$ cat src/rtl/mem_bist.sv
// mem_bist: March-style RAM self-test sequencer (write P, read P/write ~P ascending, read ~P descending).
//   clk, rst_n        : clock, asynchronous active-low reset
//   start, pattern    : run request (taken in IDLE/DONE) and test word P
//   mem_we/adr/din    : RAM write enable, address, write data
//   mem_dout          : RAM read data, combinational from mem_adr
//   busy, done        : run in progress / run complete (level)
//   fail, fail_adr    : any miscompare this run / address of the first one
//   err_count         : saturating miscompare count
module mem_bist #(
    parameter int ADDR_WIDTH = 6,
    parameter int DATA_WIDTH = 32
) (
    input  logic                  clk,
    input  logic                  rst_n,
    input  logic                  start,
    input  logic [DATA_WIDTH-1:0] pattern,
    output logic                  mem_we,
    output logic [ADDR_WIDTH-1:0] mem_adr,
    output logic [DATA_WIDTH-1:0] mem_din,
    input  logic [DATA_WIDTH-1:0] mem_dout,
    output logic                  busy,
    output logic                  done,
    output logic                  fail,
    output logic [ADDR_WIDTH-1:0] fail_adr,
    output logic [ADDR_WIDTH+1:0] err_count
);
    typedef enum logic [2:0] {IDLE, WR0, RW, RD1, DONE} state_t;
    localparam logic [ADDR_WIDTH-1:0] LAST = '1;
    state_t state;
    logic [DATA_WIDTH-1:0] p;
    logic miss;
    // mem_adr doubles as the address counter, so the compare sees the word addressed this cycle
    assign miss = (state == RW) ? (mem_dout != p) : (state == RD1) ? (mem_dout != ~p) : 1'b0;
    always_ff @(posedge clk or negedge rst_n) begin
        if (!rst_n) begin
            state     <= IDLE;
            p         <= '0;
            mem_we    <= 1'b0;
            mem_adr   <= '0;
            mem_din   <= '0;
            busy      <= 1'b0;
            done      <= 1'b0;
            fail      <= 1'b0;
            fail_adr  <= '0;
            err_count <= '0;
        end else begin
            if (miss) begin
                err_count <= (&err_count) ? err_count : err_count + 1'b1;
                fail      <= 1'b1;
                if (!fail) fail_adr <= mem_adr;
            end
            case (state)
                IDLE, DONE: if (start) begin
                    state     <= WR0;
                    p         <= pattern;
                    fail      <= 1'b0;
                    fail_adr  <= '0;
                    err_count <= '0;
                    mem_we    <= 1'b1;
                    mem_adr   <= '0;
                    mem_din   <= pattern;
                    busy      <= 1'b1;
                    done      <= 1'b0;
                end
                WR0: begin
                    mem_adr <= mem_adr + 1'b1;
                    if (mem_adr == LAST) begin
                        state   <= RW;
                        mem_din <= ~p;
                    end
                end
                RW: if (mem_adr == LAST) begin
                    state   <= RD1;
                    mem_we  <= 1'b0;
                    mem_din <= '0;
                end else begin
                    mem_adr <= mem_adr + 1'b1;
                end
                RD1: if (mem_adr == '0) begin
                    state <= DONE;
                    busy  <= 1'b0;
                    done  <= 1'b1;
                end else begin
                    mem_adr <= mem_adr - 1'b1;
                end
                default: state <= IDLE;
            endcase
        end
    end
endmodule
$ cat config.mk
export PLATFORM = sky130hd
export DESIGN_NAME = mem_bist
export DESIGN_NICKNAME = d
export VERILOG_FILES = /design/src/rtl/mem_bist.sv
export SDC_FILE = /design/constraint.sdc
export NUM_CORES = 1
export LEC_CHECK = 0
export CAP_MARGIN = 25
export CORE_MARGIN = 2
export CORE_UTILIZATION = 30
export CTS_CLUSTER_DIAMETER = 30
export CTS_CLUSTER_SIZE = 12
export DETAILED_ROUTE_END_ITERATION = 6
export GPL_ROUTABILITY_DRIVEN = 0
export PLACE_DENSITY = 0.56
export SLEW_MARGIN = 5
export SYNTH_ARGS = -nofsm -noshare
export SYNTH_HDL_FRONTEND = slang
export SYNTH_SLANG_ARGS = --single-unit
export TNS_END_PERCENT = 30
$ cat constraint.sdc
create_clock -name clk -period 4.56 [get_ports clk]
set_input_delay 1.368 -clock clk [delete_from_list [all_inputs] [get_ports clk]]
set_output_delay 1.368 -clock clk [all_outputs]
set_load 0.05 [all_outputs]
# Yosys cells after proc, flatten, opt, wreduce, memory -nomap -nowiden
# Cells that the tools add are included.
classes:
  add_sub_neg: 3
  eq_ne: 13
  n_mux: 34
  n_bitwise: 1
  n_reduce_logical: 14
ops:
  columns: ["cell", "n"]
  rows:
  - ["32-bit two-way mux", 3]
  - ["32-bit one-hot mux with 3 select lines", 1]
  - ["32-bit inequality test", 2]
  - ["6-bit two-way mux", 7]
  - ["8-bit two-way mux", 4]
  - ["32-bit inverter", 1]
  - ["6-bit one-hot mux with 4 select lines", 1]
  - ["3-bit two-way mux", 4]
  - ["3-bit one-hot mux with 4 select lines", 1]
  - ["4-bit AND reduction", 3]
  - ["1-bit two-way mux", 10]
  - ["8-bit by 1-bit adder with 8-bit output (second input constant)", 1]
  - ["2-bit inequality test (second input constant)", 4]
  - ["8-bit AND reduction", 1]
  - ["6-bit by 1-bit adder with 6-bit output (second input constant)", 1]
  - ["3-bit by 2-bit equality test with 1-bit output (second input constant)", 2]
  - ["6-bit equality test (second input constant)", 1]
  - ["6-bit logical NOT", 1]
  - ["1-bit one-hot mux with 2 select lines", 3]
  - ["3-bit AND reduction", 2]
  - ["6-bit by 1-bit subtractor with 6-bit output (second input constant)", 1]
  - ["2-bit by 1-bit inequality test with 1-bit output (second input constant)", 2]
  - ["2-bit nonzero test", 2]
  - ["4-bit nonzero test", 1]
  - ["6 further kinds", 6]
word_totals:
  regBits: 91
  inputBits: 67
  output_inout_bits: 56
  wordCells: 75

# Depth between registers and ports, before layout
# Gate-level depths: netlist of run 1.
logic_depth:
  ltp_word: 7
  mapped_depth: 11
  depth_no_buf: 10

# Least setup slack after synthesis of run 1
# OpenSTA, ideal clock, no wires.
synth_timing:
  path_kind: "input -> register"
  start: "input port mem_dout[22]"
  end: "register err_count[3]"
  setup_time_ns: 0.085
  t_arrival_ns: 2.868
  required_ns: 4.475
  slack_ns: 1.608
  stages: 7
  n_path_buf: 1
  path_cell_list: "xor2_1 -> nand4_1 -> or4_4 -> o31a_1 -> buf_6 -> nand4_1 -> mux2i_1"
synth_via:
  elab_chain_len: 6
  elab_cells_between_ends: 7
  classes_between: "eq/ne: 2; mux: 5"
synth_rtl:
  columns: ["element", "line_no", "text"]
  rows:
  - ["from (decl)", "20", "input logic [DATA_WIDTH-1:0] mem_dout,"]
  - ["32-bit inequality test", "33", "assign miss = (state == RW) ? (mem_dout != p) : (state == RD1) ? (mem_dout != ~p) : 1'b0;"]
  - ["1-bit two-way mux", "33", null]
  - ["1-bit two-way mux *", "33", null]
  - ["8-bit two-way mux *", "47", "if (miss) begin"]
  - ["8-bit two-way mux", "53", "IDLE, DONE: if (start) begin"]
  - ["8-bit two-way mux *", "52", "case (state)"]
  - ["to (signal assigned)", "48", "err_count <= (&err_count) ? err_count : err_count + 1'b1;"]
  - ["to (decl)", "25", "output logic [ADDR_WIDTH+1:0] err_count"]
# Every way passes the cells marked *; elsewhere a longest branch is shown, timed or not.
# A chain may end at the register's enable or synchronous reset.

# Worst setup path in the final report of run 1
layout_timing:
  start: "input port mem_dout[13]"
  end: "register fail"
layout_via:
  elab_chain_len: 6
  elab_cells_between_ends: 7
  classes_between: "eq/ne: 2; mux: 5"
layout_rtl:
  columns: ["element", "line_no", "text"]
  rows:
  - ["32-bit inequality test", "33", null]
  - ["1-bit two-way mux", "33", null]
  - ["1-bit two-way mux *", "33", null]
  - ["1-bit two-way mux *", "47", null]
  - ["1-bit two-way mux", "53", null]
  - ["1-bit two-way mux *", "52", null]
  - ["to (signal assigned)", "43", "fail <= 1'b0;"]
  - ["to (signal assigned)", "49", "fail <= 1'b1;"]
  - ["to (signal assigned)", "56", "fail <= 1'b0;"]
  - ["to (decl)", "23", "output logic fail,"]
# Marked as above.

==> flow_metrics.env, run 1 <==
export IMPL_nets=723
export IMPL_worstMarginPinSlew_ps=898
export IMPL_syn_avg_cell_area_um2=8.61
export IMPL_worstReg2RegStart="state[0]$_DFFE_PN0P_"
export IMPL_ys_ff_latch=91
export IMPL_port_buffers=122
export IMPL_r2r_cells=10
export IMPL_final_cells=843
export IMPL_diodes=0
export IMPL_cts_buffer_depth=2
export IMPL_synthCells=538
export IMPL_grt_busiest_layer="met2"
export IMPL_place_hpwl_um=9720
export IMPL_max_cap_violations=0
export IMPL_start_util_pct=30.6
export IMPL_antenna_found_initial=0
export IMPL_rrSetupSlack_ps=1840
export IMPL_dr_pass1_iters=5
export IMPL_drtAntennaViolNets=0
export IMPL_htree_levels=3
export IMPL_syn_num_nets=611
export IMPL_seq_area_frac_synth_pct=49.1
export IMPL_critical_path_peak_fanout=13
export IMPL_viasPerCell=4.88
export IMPL_routed_wl_um=13500
export IMPL_min_path_type="reg2reg"
export IMPL_post_cts_buffers=0
export IMPL_whs_ps=479
export IMPL_synth_area_leaders="dfrtp_1, nand2_1, a21oi_1"
export IMPL_cp_required_ps=4800
export IMPL_power_density_nw_per_um2=571
export IMPL_postLayoutCellArea_um2=6370
export IMPL_cts_root_buf="clkbuf_16"
export IMPL_drv_slew=0
export IMPL_dpl_cell_area_um2=6040
export IMPL_min_period_ps=3510
export IMPL_path_clk_slew_ps=70
export IMPL_cp_top_family="simple AND/OR/NAND/NOR gates"
export IMPL_period_share_pct=77.0
export IMPL_grt_pass1_vias=3969
export IMPL_gr_total_overflow=0
export IMPL_setup_viol=0
export IMPL_grt_use_met3_pct=4.17
export IMPL_pre_cts_slack_ps=660
export IMPL_regArea_um2=2280
export IMPL_critical_path_depth=7
export IMPL_yosys_warnings=0
export IMPL_die_w_um=128
export IMPL_path_buf_inv=1
export IMPL_p_total_mw=3.64
export IMPL_clk_latency_ps=350
export IMPL_worst_setup_path_type="in2reg"
export IMPL_vdd_drop_max_v=0.000350
export IMPL_crit_path_start_kind="input pin"
export IMPL_yosysTopAreaCell="dfrtp_1"
export IMPL_end_kind="flip-flop"
export IMPL_grt_use_total_pct=17.1
export IMPL_dp_cells=827
export IMPL_rr_endpoint="mem_adr[5]$_DFFE_PN0P_"
export IMPL_max_stage_delay_ps=580
export IMPL_drc=0
export IMPL_drtIter0Drc=155
export IMPL_crit_arrival_ps=3750
export IMPL_grt_setup_unrepaired="no"
export IMPL_synth_cell_types=44
export IMPL_layout_setup_ws_ps=1050
export IMPL_fillers=1486
export IMPL_numCtsBuffers=9
export IMPL_hold_buffers=0
export IMPL_final_core_util_pct=42.1
export IMPL_setup_tns_final_ps=0
export IMPL_wl_per_cell_um=16.0
export IMPL_die_h_um=128
export IMPL_fmax_ghz=0.285
export IMPL_use_met1_pct=23.7
export IMPL_core_area_um2=15100
export IMPL_ioPinCount=123
export IMPL_cts_sinks=91
export IMPL_path_cells="clkdlybuf4s50_1 -> xor2_1 -> nand4_1 -> or4_4 -> o31a_1 -> and2_1 -> o21a_1"
export IMPL_finalClockSkew_ps=12.6
export IMPL_drive_above_1_share_pct=5.04
export IMPL_synth_area_um2=4630
export IMPL_die_area_um2=16500
export IMPL_grt_max_degree=70
export IMPL_synth_top_area_share_pct=49.1
export IMPL_postCtsResizedCells=0
export IMPL_crit_path_start="mem_dout[13]"
export IMPL_cp_endpoint="fail$_DFF_PN0_"
export IMPL_relSlewSlack_pct=40.1
export IMPL_multi_input_area_um2=2230
export IMPL_cts_tree="yes"
export IMPL_rows=45
export IMPL_critPathSlowestCell="or4_4"
export IMPL_vias=4116
export IMPL_p_leak_nw=2.90
export IMPL_use_met2_pct=26.1
export IMPL_hold_viol_final=0
export IMPL_status="complete, no violations"
export IMPL_grt_pass1_wl_um=21600
export IMPL_synthToLayoutAreaGrowth_pct=37.5
==> cells in the final DEF (no fill, tap or decap), types with 4 or more instances in the layout <==
cell and count:
o31ai_1 4, o21ai_0 41, xnor2_1 17, clkdlybuf4s50_1 121, mux2i_1 7, buf_4 8
nor2_1 42, ha_1 5, nand2_1 149, nor4_1 9, xor2_1 18, dfrtp_1 91
a21oi_1 45, nor3_1 6, inv_1 9, nor2b_1 5, nand4_1 16, and2_1 4
nand3_1 5, clkbuf_16 9
==> cell families after synthesis <==
family	synth area share, %
AND/OR/NAND/NOR	24.3
adder cells (fa/ha/maj)	1.78
AO/OA/AOI/OAI	13.3
XOR/XNOR	6.62
flip-flops	49.1
multiplexers	1.73
buffers and inverters	3.16
==> worst reg2reg max path, delay by kind of cell, from the launching register on <==
kind / cells / cell delay, ps
flops: 1 / 540
compound gates: 5 / 920
buf+inv: 1 / 210
fa+ha+maj: 1 / 260
mux: 1 / 150
simple gates: 2 / 520
==> Yosys cell counts, drive strengths merged <==
library cell and n:
and4 3, nand3b 1, dfrtp 91, mux2i 8
a31o 2, a41oi 1, clkbuf 23, or2 1
or3 3, o21a 1, a22oi 1, o21ai 41
nor2 42, and2 4, or4 1, nand2b 3
a21oi 45, ha 5, inv 9, nor3 6
fa 1, a31oi 1, nand4 17, and4b 1
nor4 9, a41o 1, nand2 149, xor2 18
nand3 6, a22o 1, a211oi 1, a21o 3
o21bai 2, xnor2 17, o31a 1, nor2b 5
o22a 1, o31ai 5, and3 3, buf 5
==> how the worst min path moves through the flow <==
stage / startpoint / to / depth (start not counted)
CTS: mem_din[16]$_DFFE_PN0P_ / mem_din[16]$_DFFE_PN0P_ / 2
detailed placement: mem_din[16]$_DFFE_PN0P_ / mem_din[16]$_DFFE_PN0P_ / 2
global placement: mem_din[18]$_DFFE_PN0P_ / mem_din[18]$_DFFE_PN0P_ / 2
global route: mem_din[24]$_DFFE_PN0P_ / mem_din[24]$_DFFE_PN0P_ / 2
finish: mem_din[5]$_DFFE_PN0P_ / mem_din[5]$_DFFE_PN0P_ / 2
floorplan: p[10]$_DFFE_PN0P_ / p[10]$_DFFE_PN0P_ / 2
==> per-layer routing <==
layer	vias up	part of all wire [%]
met2	120	46
met5	-	0
met1	1936	47
met3	16	5.4
li1	2044	-
met4	0	1.6
==> power by group <==
part | total [mW] | leakage, nW | switching [mW] | internal [mW]
combinational | 1.53 | 1.60 | 0.981 | 0.553
clock | 0.827 | 0.159 | 0.318 | 0.510
sequential | 1.28 | 1.15 | 0.221 | 1.06
==> sequential cells by signal, summed over array words and instances (netlist names) <==
register / cells
mem_din: 32
p: 32
err_count: 8
fail_adr: 6
mem_adr: 6
state: 3
busy: 1
done: 1
fail: 1
mem_we: 1
==> final cells by class <==
| type | count | area share [%] |
|---|---|---|
| Sequential cell | 91 | 35.7 |
| Multi-Input combinational cell | 410 | 34.9 |
| Timing Repair Buffer | 129 | 19.9 |
| Clock buffer | 12 | 4.03 |
| Tap cell | 188 | 3.69 |
| Clock inverter | 4 | 1.14 |
| Inverter | 9 | 0.530 |
(Power assumes the default switching activity.)
==> run 2: changes to the inputs <==
- clock period: 4.56 -> 3.65 ns (I/O delays scaled with it)
==> flow_metrics.env, run 2 (synthesis results as in run 1) <==
export IMPL_path_clk_slew_ps=60
export IMPL_pwr_share_comb_pct=44.0
export IMPL_htree_levels=3
export IMPL_grt_max_degree=77
export IMPL_p_seq_share_pct=36.3
export IMPL_hold_buffers=0
export IMPL_drtIter0Drc=202
export IMPL_wl_per_cell_um=15.8
export IMPL_grt_setup_unrepaired="no"
export IMPL_nets=727
export IMPL_drv_slew=0
export IMPL_max_cap_violations=0
export IMPL_pre_cts_slack_ps=118
export IMPL_grt_use_total_pct=17.0
export IMPL_end_kind="flip-flop"
export IMPL_rr_endpoint="mem_adr[5]$_DFFE_PN0P_"
export IMPL_cts_tree="yes"
export IMPL_gr_total_overflow=0
export IMPL_hold_viol_final=0
export IMPL_setup_viol=0
export IMPL_drc=0
export IMPL_postLayoutCellArea_um2=6390
export IMPL_die_area_um2=16500
export IMPL_layout_commonest_cell="nand2_1"
export IMPL_drive_above_1_share_pct=5.77
export IMPL_post_cts_buffers=0
export IMPL_dr_pass1_iters=4
export IMPL_layout_common_cells="nand2_1, clkdlybuf4s50_1, dfrtp_1, a21oi_1, nor2_1"
export IMPL_crit_path_start="mem_dout[16]"
export IMPL_grt_pass1_wl_um=21700
export IMPL_synthToLayoutAreaGrowth_pct=37.9
export IMPL_power_density_nw_per_um2=683
export IMPL_grt_pass1_vias=4069
export IMPL_min_period_ps=3200
export IMPL_finalClockSkew_ps=9.58
export IMPL_setup_tns_final_ps=0
export IMPL_vias=4174
export IMPL_viasPerCell=4.93
export IMPL_rows=45
export IMPL_cp_required_ps=3890
export IMPL_layout_setup_ws_ps=448
export IMPL_diodes=0
export IMPL_routed_wl_um=13300
export IMPL_cts_root_buf="clkbuf_16"
export IMPL_fmax_ghz=0.312
export IMPL_relSlewSlack_pct=43.4
export IMPL_critical_path_peak_fanout=13
export IMPL_reg_top3="mem_din (32), p (32), err_count (8)"
export IMPL_die_w_um=128
export IMPL_cp_endpoint="fail$_DFF_PN0_"
export IMPL_start_util_pct=30.6
export IMPL_drtAntennaViolNets=0
export IMPL_cts_sinks=91
export IMPL_crit_arrival_ps=3440
export IMPL_period_share_pct=87.7
export IMPL_cts_buffer_depth=2
export IMPL_p_int_mw=2.47
export IMPL_port_buffers=122
export IMPL_place_hpwl_um=9790
export IMPL_numCtsBuffers=9
export IMPL_status="complete, no violations"
export IMPL_r2r_cells=10
export IMPL_ioPinCount=123
export IMPL_dpl_cell_area_um2=6090
export IMPL_p_leak_nw=2.92
export IMPL_p_sw_mw=1.89
export IMPL_antenna_found_initial=0
export IMPL_dp_cells=830
export IMPL_worstMarginPinSlew_ps=848
export IMPL_postCtsResizedCells=0
export IMPL_core_area_um2=15100
export IMPL_final_cells=847
export IMPL_clk_latency_ps=350
export IMPL_final_core_util_pct=42.2
export IMPL_worstReg2RegStart="state[0]$_DFFE_PN0P_"
export IMPL_die_h_um=128
export IMPL_worst_setup_path_type="in2reg"
export IMPL_rrSetupSlack_ps=950
export IMPL_swShare_pct=43.3
export IMPL_crit_path_start_kind="input pin"
export IMPL_min_path_type="reg2reg"
export IMPL_clkPwrFrac_pct=19.7
export IMPL_vdd_drop_max_v=0.000426
-- run 2: cell count changes in the layout (fill, tap and decap cells not counted), sizes merged --
cell / change
buf: +4
clkinv: +5
clkbuf: -3
bufinv: -2
-- run 2: per-stage QoR --
stage	hold WS [ps]	power (mW)
after floorplan	488	2.82
after global placement	464	3.51
after detailed placement	474	3.54
after CTS	490	4.42
after global routing	512	4.67
final	481	4.36
-- run 2: layout make-up --
cell class | instances | area (um2)
Clock buffer | 9 | 225
Sequential cell | 91 | 2280
Timing Repair Buffer | 133 | 1350
Fill cell | 1521 | 8760
Multi-Input combinational cell | 410 | 2230
Clock inverter | 7 | 45.0
Tap cell | 188 | 235
Inverter | 9 | 33.8
-- run 2: how the worst min path moves through the flow --
stage                       startpoint                 endpoint  slack (ps)  cells past startpoint
6_report       mem_din[18]$_DFFE_PN0P_  mem_din[18]$_DFFE_PN0P_         480                      2
5_1_grt        mem_din[29]$_DFFE_PN0P_  mem_din[29]$_DFFE_PN0P_         510                      2
4_1_cts         mem_din[9]$_DFFE_PN0P_   mem_din[9]$_DFFE_PN0P_         490                      2
3_5_place_dp    mem_din[9]$_DFFE_PN0P_   mem_din[9]$_DFFE_PN0P_         470                      2
3_3_place_gp   mem_din[18]$_DFFE_PN0P_  mem_din[18]$_DFFE_PN0P_         460                      2
2_1_floorplan        p[10]$_DFFE_PN0P_        p[10]$_DFFE_PN0P_         490                      2
-- run 2: power groups by stage --
stage	clock network [mW]	logic [mW]	registers, mW
2_1_floorplan	0	0.604	2.22
3_3_place_gp	0	1.92	1.60
3_5_place_dp	0	1.93	1.60
4_1_cts	0.892	1.94	1.59
5_1_grt	0.938	2.09	1.64
6_report	0.858	1.92	1.58
-- run 2: layer usage --
| metal | track usage (%) | share of wire (%) | up-vias |
|---|---|---|---|
| li1 | - | - | 2049 |
| met1 | 23.1 | 46 | 2015 |
| met2 | 26.5 | 47 | 94 |
| met3 | 4.34 | 5.3 | 16 |
| met4 | 5.04 | 1.8 | 0 |
| met5 | 0 | 0 | - |
-- run 2: critical path, stage by stage --
cell	delay [ps]
clkdlybuf4s50_1	480
xor2_1	280
nand4_1	170
or4_4	580
o31a_1	430
and2_1	240
o21a_1	160
==> run 3: changes to the inputs <==
- CORE_MARGIN: 2 -> 5
==> flow_metrics.env, run 3 (synthesis results as in run 1) <==
export IMPL_grt_max_degree=63
export IMPL_hold_depth=2
export IMPL_vdd_drop_max_v=0.000422
export IMPL_place_hpwl_um=10000
export IMPL_p_leak_nw=2.91
export IMPL_reg_top3="mem_din (32), p (32), err_count (8)"
export IMPL_die_area_um2=18000
export IMPL_htree_levels=3
export IMPL_r2r_cells=10
export IMPL_cts_tree="yes"
export IMPL_rows=45
export IMPL_p_seq_share_pct=36.3
export IMPL_power_density_nw_per_um2=689
export IMPL_fmax_ghz=0.312
export IMPL_whs_ps=476
export IMPL_hold_viol_final=0
export IMPL_drive_above_1_share_pct=5.47
export IMPL_grt_pass1_wl_um=22400
export IMPL_layout_setup_ws_ps=445
export IMPL_ioPinCount=123
export IMPL_final_cells=846
export IMPL_cts_sinks=91
export IMPL_end_kind="flip-flop"
export IMPL_cts_buffer_depth=2
export IMPL_layout_common_cells="nand2_1, clkdlybuf4s50_1, dfrtp_1, a21oi_1, nor2_1"
export IMPL_diodes=0
export IMPL_finalClockSkew_ps=9.72
export IMPL_nets=727
export IMPL_cp_required_ps=3880
export IMPL_die_w_um=134
export IMPL_drc=0
export IMPL_postCtsResizedCells=0
export IMPL_worst_setup_path_type="in2reg"
export IMPL_status="complete, no violations"
export IMPL_numCtsBuffers=9
export IMPL_min_path_type="reg2reg"
export IMPL_setup_viol=0
export IMPL_min_period_ps=3210
export IMPL_relSlewSlack_pct=48.1
export IMPL_final_core_util_pct=41.9
export IMPL_pre_cts_slack_ps=103
export IMPL_dr_pass1_iters=5
export IMPL_swShare_pct=43.2
export IMPL_max_cap_violations=0
export IMPL_layout_commonest_cell="nand2_1"
export IMPL_start_util_pct=30.5
export IMPL_gr_total_overflow=0
export IMPL_grt_use_total_pct=15.7
export IMPL_wl_per_cell_um=16.3
export IMPL_grt_pass1_vias=4275
export IMPL_fillers=1503
export IMPL_clkPwrFrac_pct=20.0
export IMPL_port_buffers=122
export IMPL_viasPerCell=4.94
export IMPL_p_int_mw=2.49
export IMPL_critical_path_peak_fanout=13
export IMPL_antenna_found_initial=1
export IMPL_die_h_um=134
export IMPL_drv_slew=0
export IMPL_p_sw_mw=1.90
export IMPL_postLayoutCellArea_um2=6370
export IMPL_hold_buffers=0
export IMPL_post_cts_buffers=0
export IMPL_dp_cells=831
export IMPL_vias=4180
export IMPL_p_total_mw=4.39
export IMPL_pwr_share_comb_pct=43.7
export IMPL_cts_root_buf="clkbuf_16"
export IMPL_grt_setup_unrepaired="no"
export IMPL_routed_wl_um=13800
export IMPL_setup_tns_final_ps=0
export IMPL_worstMarginPinSlew_ps=779
export IMPL_drtAntennaViolNets=0
export IMPL_clk_latency_ps=350
export IMPL_synthToLayoutAreaGrowth_pct=37.5
export IMPL_drtIter0Drc=299
export IMPL_core_area_um2=15200
export IMPL_dpl_cell_area_um2=6100
export IMPL_crit_arrival_ps=3440
export IMPL_crit_path_start_kind="input pin"
export IMPL_path_clk_slew_ps=60
export IMPL_period_share_pct=87.8
==> run 3: worst paths after layout <==
path	from	endpoint	slack (ps)
max reg2reg	state[0]$_DFFE_PN0P_	mem_adr[5]$_DFFE_PN0P_	960
min in group asynchronous	rst_n	mem_din[15]$_DFFE_PN0P_	800
min reg2reg	mem_din[13]$_DFFE_PN0P_	mem_din[13]$_DFFE_PN0P_	480
max	mem_dout[14]	fail$_DFF_PN0_	440
min	mem_din[13]$_DFFE_PN0P_	mem_din[13]$_DFFE_PN0P_	480
max in group asynchronous	rst_n	fail_adr[4]$_DFF_PN0_	2170
==> run 3: power by group through the flow <==
stage,clock [mW],sequential [mW],combinational [mW]
floorplan,0,2.22,0.604
global placement,0,1.60,1.92
detailed placement,0,1.61,1.94
CTS,0.898,1.60,1.94
global route,0.935,1.64,2.08
finish,0.876,1.59,1.92
==> run 3: routing by layer <==
layer | share of wire, % | vias to the layer above | track usage [%]
met2 | 47 | 113 | 25.0
met4 | 2.0 | 2 | 6.17
met5 | 0.094 | - | 0
met3 | 5.6 | 19 | 3.79
li1 | - | 2044 | -
met1 | 45 | 2002 | 20.5
==> run 3: area by class of cell <==
| class | instances | area [um2] | area share (%) |
|---|---|---|---|
| Clock buffer | 11 | 243 | 3.81 |
| Clock inverter | 4 | 27.5 | 0.432 |
| Inverter | 9 | 33.8 | 0.530 |
| Multi-Input combinational cell | 410 | 2230 | 35.0 |
| Sequential cell | 91 | 2280 | 35.8 |
| Tap cell | 188 | 235 | 3.69 |
| Timing Repair Buffer | 133 | 1330 | 20.8 |
==> run 3: critical path, cell delays in order <==
cell and delay [ps]:
clkdlybuf4s50_1 480, xor2_1 330, nand4_1 140, or4_4 550
o31a_1 440, and2_1 240, o21a_1 170
